`src/rtl/dma_sched_pkg.sv`:
```
// Shared definitions for the two-channel DMA request scheduler.
package dma_sched_pkg;

  localparam int unsigned CH_NUM = 2;

  // Encodings are visible through the debug register, so values are fixed.
  typedef enum logic [1:0] {
    ST_IDLE   = 2'd0,
    ST_REQ    = 2'd1,
    ST_ACTIVE = 2'd2,
    ST_DONE   = 2'd3
  } state_e;

  // Index of the channel selected by a two-bit one-hot grant.
  function automatic logic grant_idx(input logic [CH_NUM-1:0] onehot);
    return onehot[1];
  endfunction

endpackage

```
`src/rtl/dma_chan_sched_rr_arb2.sv`:
```
// Two-input round-robin picker: the channel other than the last-served one
// wins a tie; a single eligible channel always wins.
module rr_arb2
  import dma_sched_pkg::*;
(
  input  logic [CH_NUM-1:0] elig_i,
  input  logic              last_i,
  output logic [CH_NUM-1:0] gnt_o
);

  // Tie goes to the channel not served most recently.
  always_comb begin
    gnt_o = '0;
    if (elig_i[0] && elig_i[1]) begin
      gnt_o = last_i ? 2'b01 : 2'b10;
    end else begin
      gnt_o = elig_i;
    end
  end

endmodule

```
`src/rtl/dma_chan_sched.sv`:
```
// Two-channel DMA request scheduler: picks an eligible FIFO channel,
// runs the REQ/Active/Done handshake with the SDMA, counts popped words,
// and guards the handshake with a watchdog.
module dma_chan_sched
  import dma_sched_pkg::*;
#(
  parameter int unsigned CNT_WIDTH = 10,
  parameter int unsigned TMO_WIDTH = 16
) (
  input  logic                   WBs_CLK_i,
  input  logic                   WBs_RST_i,
  input  logic [1:0]             Ch_Enable_i,
  input  logic [2*CNT_WIDTH-1:0] Ch_Level_i,
  input  logic [1:0]             Ch_Flush_i,
  input  logic [CNT_WIDTH-1:0]   Burst_Len_i,
  input  logic                   Pop_i,
  input  logic                   DMA_Active_i,
  input  logic                   DMA_Done_i,
  input  logic                   Err_Clr_i,
  output logic                   DMA_REQ_o,
  output logic [1:0]             Grant_o,
  output logic [1:0]             Ch_Done_o,
  output logic [CNT_WIDTH-1:0]   Word_Cnt_o,
  output logic                   Tmo_Err_o,
  output logic                   Len_Err_o,
  output logic [1:0]             Fsm_St_o
);

  state_e                state_q, state_d;
  logic [CH_NUM-1:0]     grant_q, grant_d;
  logic [CH_NUM-1:0]     done_q, done_d;
  logic                  req_q, req_d;
  logic [CNT_WIDTH-1:0]  cnt_q, cnt_d;
  logic [TMO_WIDTH-1:0]  tmr_q, tmr_d;
  logic                  tmo_err_q, tmo_err_d;
  logic                  len_err_q, len_err_d;
  logic                  last_q, last_d;

  logic [CH_NUM-1:0]     elig;
  logic [CH_NUM-1:0]     arb_gnt;
  logic [TMO_WIDTH-1:0]  tmr_inc;
  logic                  tmo_hit;
  logic                  grant_lost;
  logic                  tmo_set;
  logic                  len_set;

  // Per-channel eligibility from enable, flush, burst length and fill level.
  always_comb begin
    elig = '0;
    for (int unsigned i = 0; i < CH_NUM; i++) begin
      elig[i] = Ch_Enable_i[i] && !Ch_Flush_i[i] && (Burst_Len_i != '0) &&
                (Ch_Level_i[i*CNT_WIDTH +: CNT_WIDTH] >= Burst_Len_i);
    end
  end

  rr_arb2 u_arb (
    .elig_i (elig),
    .last_i (last_q),
    .gnt_o  (arb_gnt)
  );

  // Watchdog fires on the cycle its count would reach all ones.
  always_comb begin
    tmr_inc    = tmr_q + TMO_WIDTH'(1);
    tmo_hit    = (tmr_inc == '1);
    grant_lost = |(grant_q & (~Ch_Enable_i | Ch_Flush_i));
  end

  // Next-state, grant, counter, watchdog and flag-set logic.
  always_comb begin
    state_d = state_q;
    grant_d = grant_q;
    req_d   = req_q;
    done_d  = '0;
    cnt_d   = cnt_q;
    tmr_d   = tmr_q;
    last_d  = last_q;
    tmo_set = 1'b0;
    len_set = 1'b0;

    unique case (state_q)
      ST_IDLE: begin
        if (|arb_gnt) begin
          grant_d = arb_gnt;
          cnt_d   = '0;
          tmr_d   = '0;
          req_d   = 1'b1;
          state_d = ST_REQ;
        end
      end

      ST_REQ: begin
        tmr_d = tmr_inc;
        if (tmo_hit) begin
          tmo_set = 1'b1;
          req_d   = 1'b0;
          grant_d = '0;
          state_d = ST_IDLE;
        end else if (grant_lost) begin
          req_d   = 1'b0;
          grant_d = '0;
          state_d = ST_IDLE;
        end else if (DMA_Active_i) begin
          req_d   = 1'b0;
          state_d = ST_ACTIVE;
        end
      end

      ST_ACTIVE: begin
        tmr_d = tmr_inc;
        if (Pop_i && (cnt_q != '1)) begin
          cnt_d = cnt_q + CNT_WIDTH'(1);
        end
        if (tmo_hit) begin
          tmo_set = 1'b1;
          grant_d = '0;
          state_d = ST_IDLE;
        end else if (DMA_Done_i) begin
          state_d = ST_DONE;
        end
      end

      ST_DONE: begin
        // DONE spans two cycles: the first raises the done pulse while the
        // grant is still held, the second releases the grant.
        if (done_q == '0) begin
          done_d  = grant_q;
          len_set = (cnt_q != Burst_Len_i);
          last_d  = grant_idx(grant_q);
        end else begin
          grant_d = '0;
          state_d = ST_IDLE;
        end
      end

      default: begin
        state_d = ST_IDLE;
      end
    endcase
  end

  // Sticky error flags: a set in the same cycle as a clear wins.
  always_comb begin
    tmo_err_d = tmo_set || (tmo_err_q && !Err_Clr_i);
    len_err_d = len_set || (len_err_q && !Err_Clr_i);
  end

  // State and output registers.
  always_ff @(posedge WBs_CLK_i or posedge WBs_RST_i) begin
    if (WBs_RST_i) begin
      state_q   <= ST_IDLE;
      grant_q   <= '0;
      done_q    <= '0;
      req_q     <= 1'b0;
      cnt_q     <= '0;
      tmr_q     <= '0;
      tmo_err_q <= 1'b0;
      len_err_q <= 1'b0;
      last_q    <= 1'b1;
    end else begin
      state_q   <= state_d;
      grant_q   <= grant_d;
      done_q    <= done_d;
      req_q     <= req_d;
      cnt_q     <= cnt_d;
      tmr_q     <= tmr_d;
      tmo_err_q <= tmo_err_d;
      len_err_q <= len_err_d;
      last_q    <= last_d;
    end
  end

  assign DMA_REQ_o  = req_q;
  assign Grant_o    = grant_q;
  assign Ch_Done_o  = done_q;
  assign Word_Cnt_o = cnt_q;
  assign Tmo_Err_o  = tmo_err_q;
  assign Len_Err_o  = len_err_q;
  assign Fsm_St_o   = state_q;

endmodule

```
`config.mk`:
```
export PLATFORM = sky130hd
export DESIGN_NAME = dma_chan_sched
export DESIGN_NICKNAME = d
export VERILOG_FILES = /design/src/rtl/dma_sched_pkg.sv /design/src/rtl/dma_chan_sched_rr_arb2.sv /design/src/rtl/dma_chan_sched.sv
export SDC_FILE = /design/constraint.sdc
export NUM_CORES = 1
export LEC_CHECK = 0
export CAP_MARGIN = 10
export CORE_UTILIZATION = 25
export DETAILED_ROUTE_END_ITERATION = 7
export DONT_BUFFER_PORTS = 1
export PLACE_DENSITY_LB_ADDON = 0.15
export SYNTH_ARGS = -nofsm -noshare
export SYNTH_HDL_FRONTEND = slang
export SYNTH_SLANG_ARGS = --single-unit
export TNS_END_PERCENT = 50
```
`constraint.sdc`:
```
create_clock -name WBs_CLK_i -period 4.3 [get_ports WBs_CLK_i]
set_input_delay 0.86 -clock WBs_CLK_i [delete_from_list [all_inputs] [get_ports WBs_CLK_i]]
set_output_delay 0.86 -clock WBs_CLK_i [all_outputs]
set_load 0.01 [all_outputs]
```
==> results.yml <==
placement:
  io_buffers: 0
  dp_slack_ns: 1.09
  dpl.hpwl_um: 5470
  gp_congestion: 0.795
grt:
  antenna_found_initial: 0
  grt_usage: 0.131
  grt_max_degree: 37
  grt_pass1_wl_um: 12200
  overflow: 0
  grt_pass1_vias: 2284
floorplanning:
  die_w_um: 108
  rows: 38
  io_pins: 59
  core_area_sq_um: 10900
  start_util: 0.258
  die_h_um: 108
  dieArea_sq_um: 11700
cts:
  post_cts_buffers: 0
  cts_buffer_depth: 2
  clkSinkCount: 36
  root_buffer: "clkbuf_8"
  clk_pin_slew_ns: 0.07
  cts_made_buffers: 5
  cts.htree.levels: 2
  insertion_delay_ns: 0.29
  cts_resized: 0
  hold_buffers: 0
  cts_tree: "done"
power_and_ir_drop:
  power.density_nw_per_um2: 454
  leakagePower_nw: 1.35
  irDropWorstVdd_v: 0.000232
setup_path:
  r2r_cells: 8
  regToRegStartpoint: "tmr_q[1]$_DFFE_PP0P_"
  r2r_end: "Grant_o[1]$_DFFE_PP0P_"
  path_max_fanout: 14
  arrival_ns: 3.10
  crit_path_end_kind: "flip-flop"
  worstSetupStartpointType: "input port"
  worstSetupPathType: "in -> reg"
  critPathRequiredTime_ns: 4.48
  ff2ff_setup_slack_ns: 1.71
routing:
  drt_iter0_markers: 98
  vias: 2318
  drcViolationCount: 0
  routed_wl_um: 7220
  avgViaCountPerCell: 5.06
  wl_per_cell_um: 15.8
  first_pass_iters: 4
  ant_nets: 0
logic_synthesis:
  ys_ff_latch: 36
  synth_cell_types: 50
  ys_seq_area_frac: 0.321
  synthesis.nets: 389
  syn_area_sq_um: 2810
  synth_cells: 322
  yosysWarnings: 0
  avgSynthCellArea_sq_um: 8.72
final_layout:
  nets: 384
  antenna_cells: 0
  areaGrowthSynthToFinish_pct: 8.11
  drive_gt1_frac: 0.0723
worst_hold_path:
  min_to: "tmr_q[15]$_DFFE_PP0P_"
  min_path_type: "reg -> reg"
  hp-start: "tmr_q[15]$_DFFE_PP0P_"
  hold_path_depth: 1
sta:
  period_share: 0.678
  relSlewSlack: 0.497
  worst_pin_slew_ns: 0.734
  setup_tns_ns: 0
  fin_worst_skew_ns: 0.00659
  setup_ws_ns: 1.38
  hold_violations: 0
  rsz0062_at_grt: "false"
  max_freq_ghz: 0.343
  setup_viol: 0
  finalCriticalPeriod_ns: 2.92
  slew_viol_final: 0
run:
  drv_cap: 0
outcome:
  outcome: "completed"
-- cell usage after synthesis (all sizes together) --
master | n | area, sq um
a2111oi | 1 | 27.5
a211o | 5 | 43.8
a211oi | 2 | 15.0
a21o | 7 | 52.6
a21oi | 8 | 40.0
a221o | 1 | 10.0
a22o | 5 | 43.8
a31o | 1 | 8.76
a31oi | 8 | 50.1
a41o | 1 | 10.0
and2 | 1 | 6.26
and3 | 13 | 81.3
and3b | 1 | 8.76
and4b | 1 | 10.0
buf | 6 | 36.3
clkbuf | 9 | 33.8
dfrtp | 35 | 876
dfstp | 1 | 26.3
ha | 27 | 338
inv | 24 | 90.1
mux2i | 1 | 10.0
nand2 | 19 | 71.3
nand2b | 7 | 43.8
nand3 | 19 | 105
nand3b | 1 | 7.51
nand4 | 9 | 62.6
nor2 | 19 | 73.8
nor2b | 1 | 6.26
nor3 | 1 | 5.00
nor4 | 6 | 50.0
nor4b | 6 | 52.6
o211ai | 1 | 7.51
o21a | 3 | 22.5
o21ai | 29 | 145
o21bai | 3 | 22.5
o22ai | 1 | 6.26
o2bb2ai | 2 | 17.5
o31ai | 13 | 97.6
or2 | 4 | 25.0
or2b | 1 | 7.51
or3 | 3 | 18.8
or4b | 2 | 20.0
xnor2 | 12 | 105
xor2 | 2 | 17.5
-- power breakdown --
part,internal (W),total (W),switching (W)
combinational,0.000217,0.000602,0.000385
sequential,0.000399,0.000501,0.000102
clock,0.000147,0.000275,0.000128
total,0.000763,0.00138,0.000615
-- how the worst max path moves through the flow --
| stage | slack [ns] | to | cells after the start | startpoint |
|---|---|---|---|---|
| after CTS | 1.37 | Word_Cnt_o[1]$_DFFE_PP0P_ | 10 | Ch_Level_i[0] |
| final | 1.38 | Word_Cnt_o[1]$_DFFE_PP0P_ | 10 | Ch_Level_i[0] |
| after floorplan | 1.56 | tmr_q[4]$_DFFE_PP0P_ | 11 | Ch_Level_i[10] |
| after detailed placement | 1.09 | Word_Cnt_o[1]$_DFFE_PP0P_ | 10 | Ch_Level_i[0] |
| after global routing | 1.19 | Word_Cnt_o[1]$_DFFE_PP0P_ | 10 | Ch_Level_i[10] |
| after global placement | 1.10 | Word_Cnt_o[1]$_DFFE_PP0P_ | 10 | Ch_Level_i[10] |
-- registers in the layout, indices dropped and copies added, names as in the netlist, 2 cells and up --
register	flops
tmr_q	16
Word_Cnt_o	10
Ch_Done_o	2
Fsm_St_o	2
Grant_o	2
-- metal layers --
metal  part of all wire  up-vias  track usage
li1                   -     1176            -
met2               0.45       39        0.212
met1               0.50     1101        0.184
met3              0.037        2       0.0253
met4             0.0060        0       0.0235
met5                  0        -            0
-- through the flow --
stage	instances	utilization	instance area (sq um)	hold WS, ns	power [W]
2_1_floorplan	322	-	2810	0.477	0.000958
3_3_place_gp	450	0.270	2940	0.496	0.00112
3_5_place_dp	450	0.270	2940	0.497	0.00112
4_1_cts	458	0.279	3040	0.514	0.00140
5_1_grt	458	0.279	3040	0.524	0.00150
6_report	458	0.279	3040	0.509	0.00138
-- kinds of logic (layout without fill, tap and decap cells) --
family,after synthesis,after routing,share of synthesized area
buffers and inverters,39,35,0.0570
muxes,1,1,0.00356
xor gates and xnor gates,14,14,0.0437
and+or+nand+nor,114,114,0.233
DFF,36,36,0.321
adders and majority gates,27,27,0.120
AOI/OAI and AO/OA,91,91,0.221
-- cell type report --
class,instances,area [sq um]
fillers,1170,7850
multi-input cells,247,1750
flip-flops and latches,36,902
well taps,140,175
clock buffers,8,100
inverters,24,90.1
repair buffers,3,22.5
-- worst max-delay path, cell delays in order --
cell      delay, ns
inv_1          0.02
ha_1           0.27
nand2b_1       0.15
a21oi_1        0.15
o21bai_1       0.10
o31ai_1        0.47
and3_1         0.58
buf_4          0.27
o21ai_0        0.10
o31ai_1        0.11
-- cells in the final DEF, fill, tap and decap left out, types with 3 or more instances in the layout --
cell and count:
a21oi_1 8, nor4_1 4, clkbuf_8 7, o21ai_0 26
dfrtp_1 35, xnor2_1 12, o21bai_1 3, a31oi_1 8
or3_1 3, nand2b_1 7, nor4b_1 6, inv_1 24
and3_1 13, nand3_1 17, a211o_1 5, o31ai_1 13
or2_2 4, buf_4 3, ha_1 27, o21ai_1 3
nand4_1 8, o21a_1 3, a21o_1 7, a22o_1 5
nor2_1 18, nand2_1 19
Power figures use the tool's default switching activity.
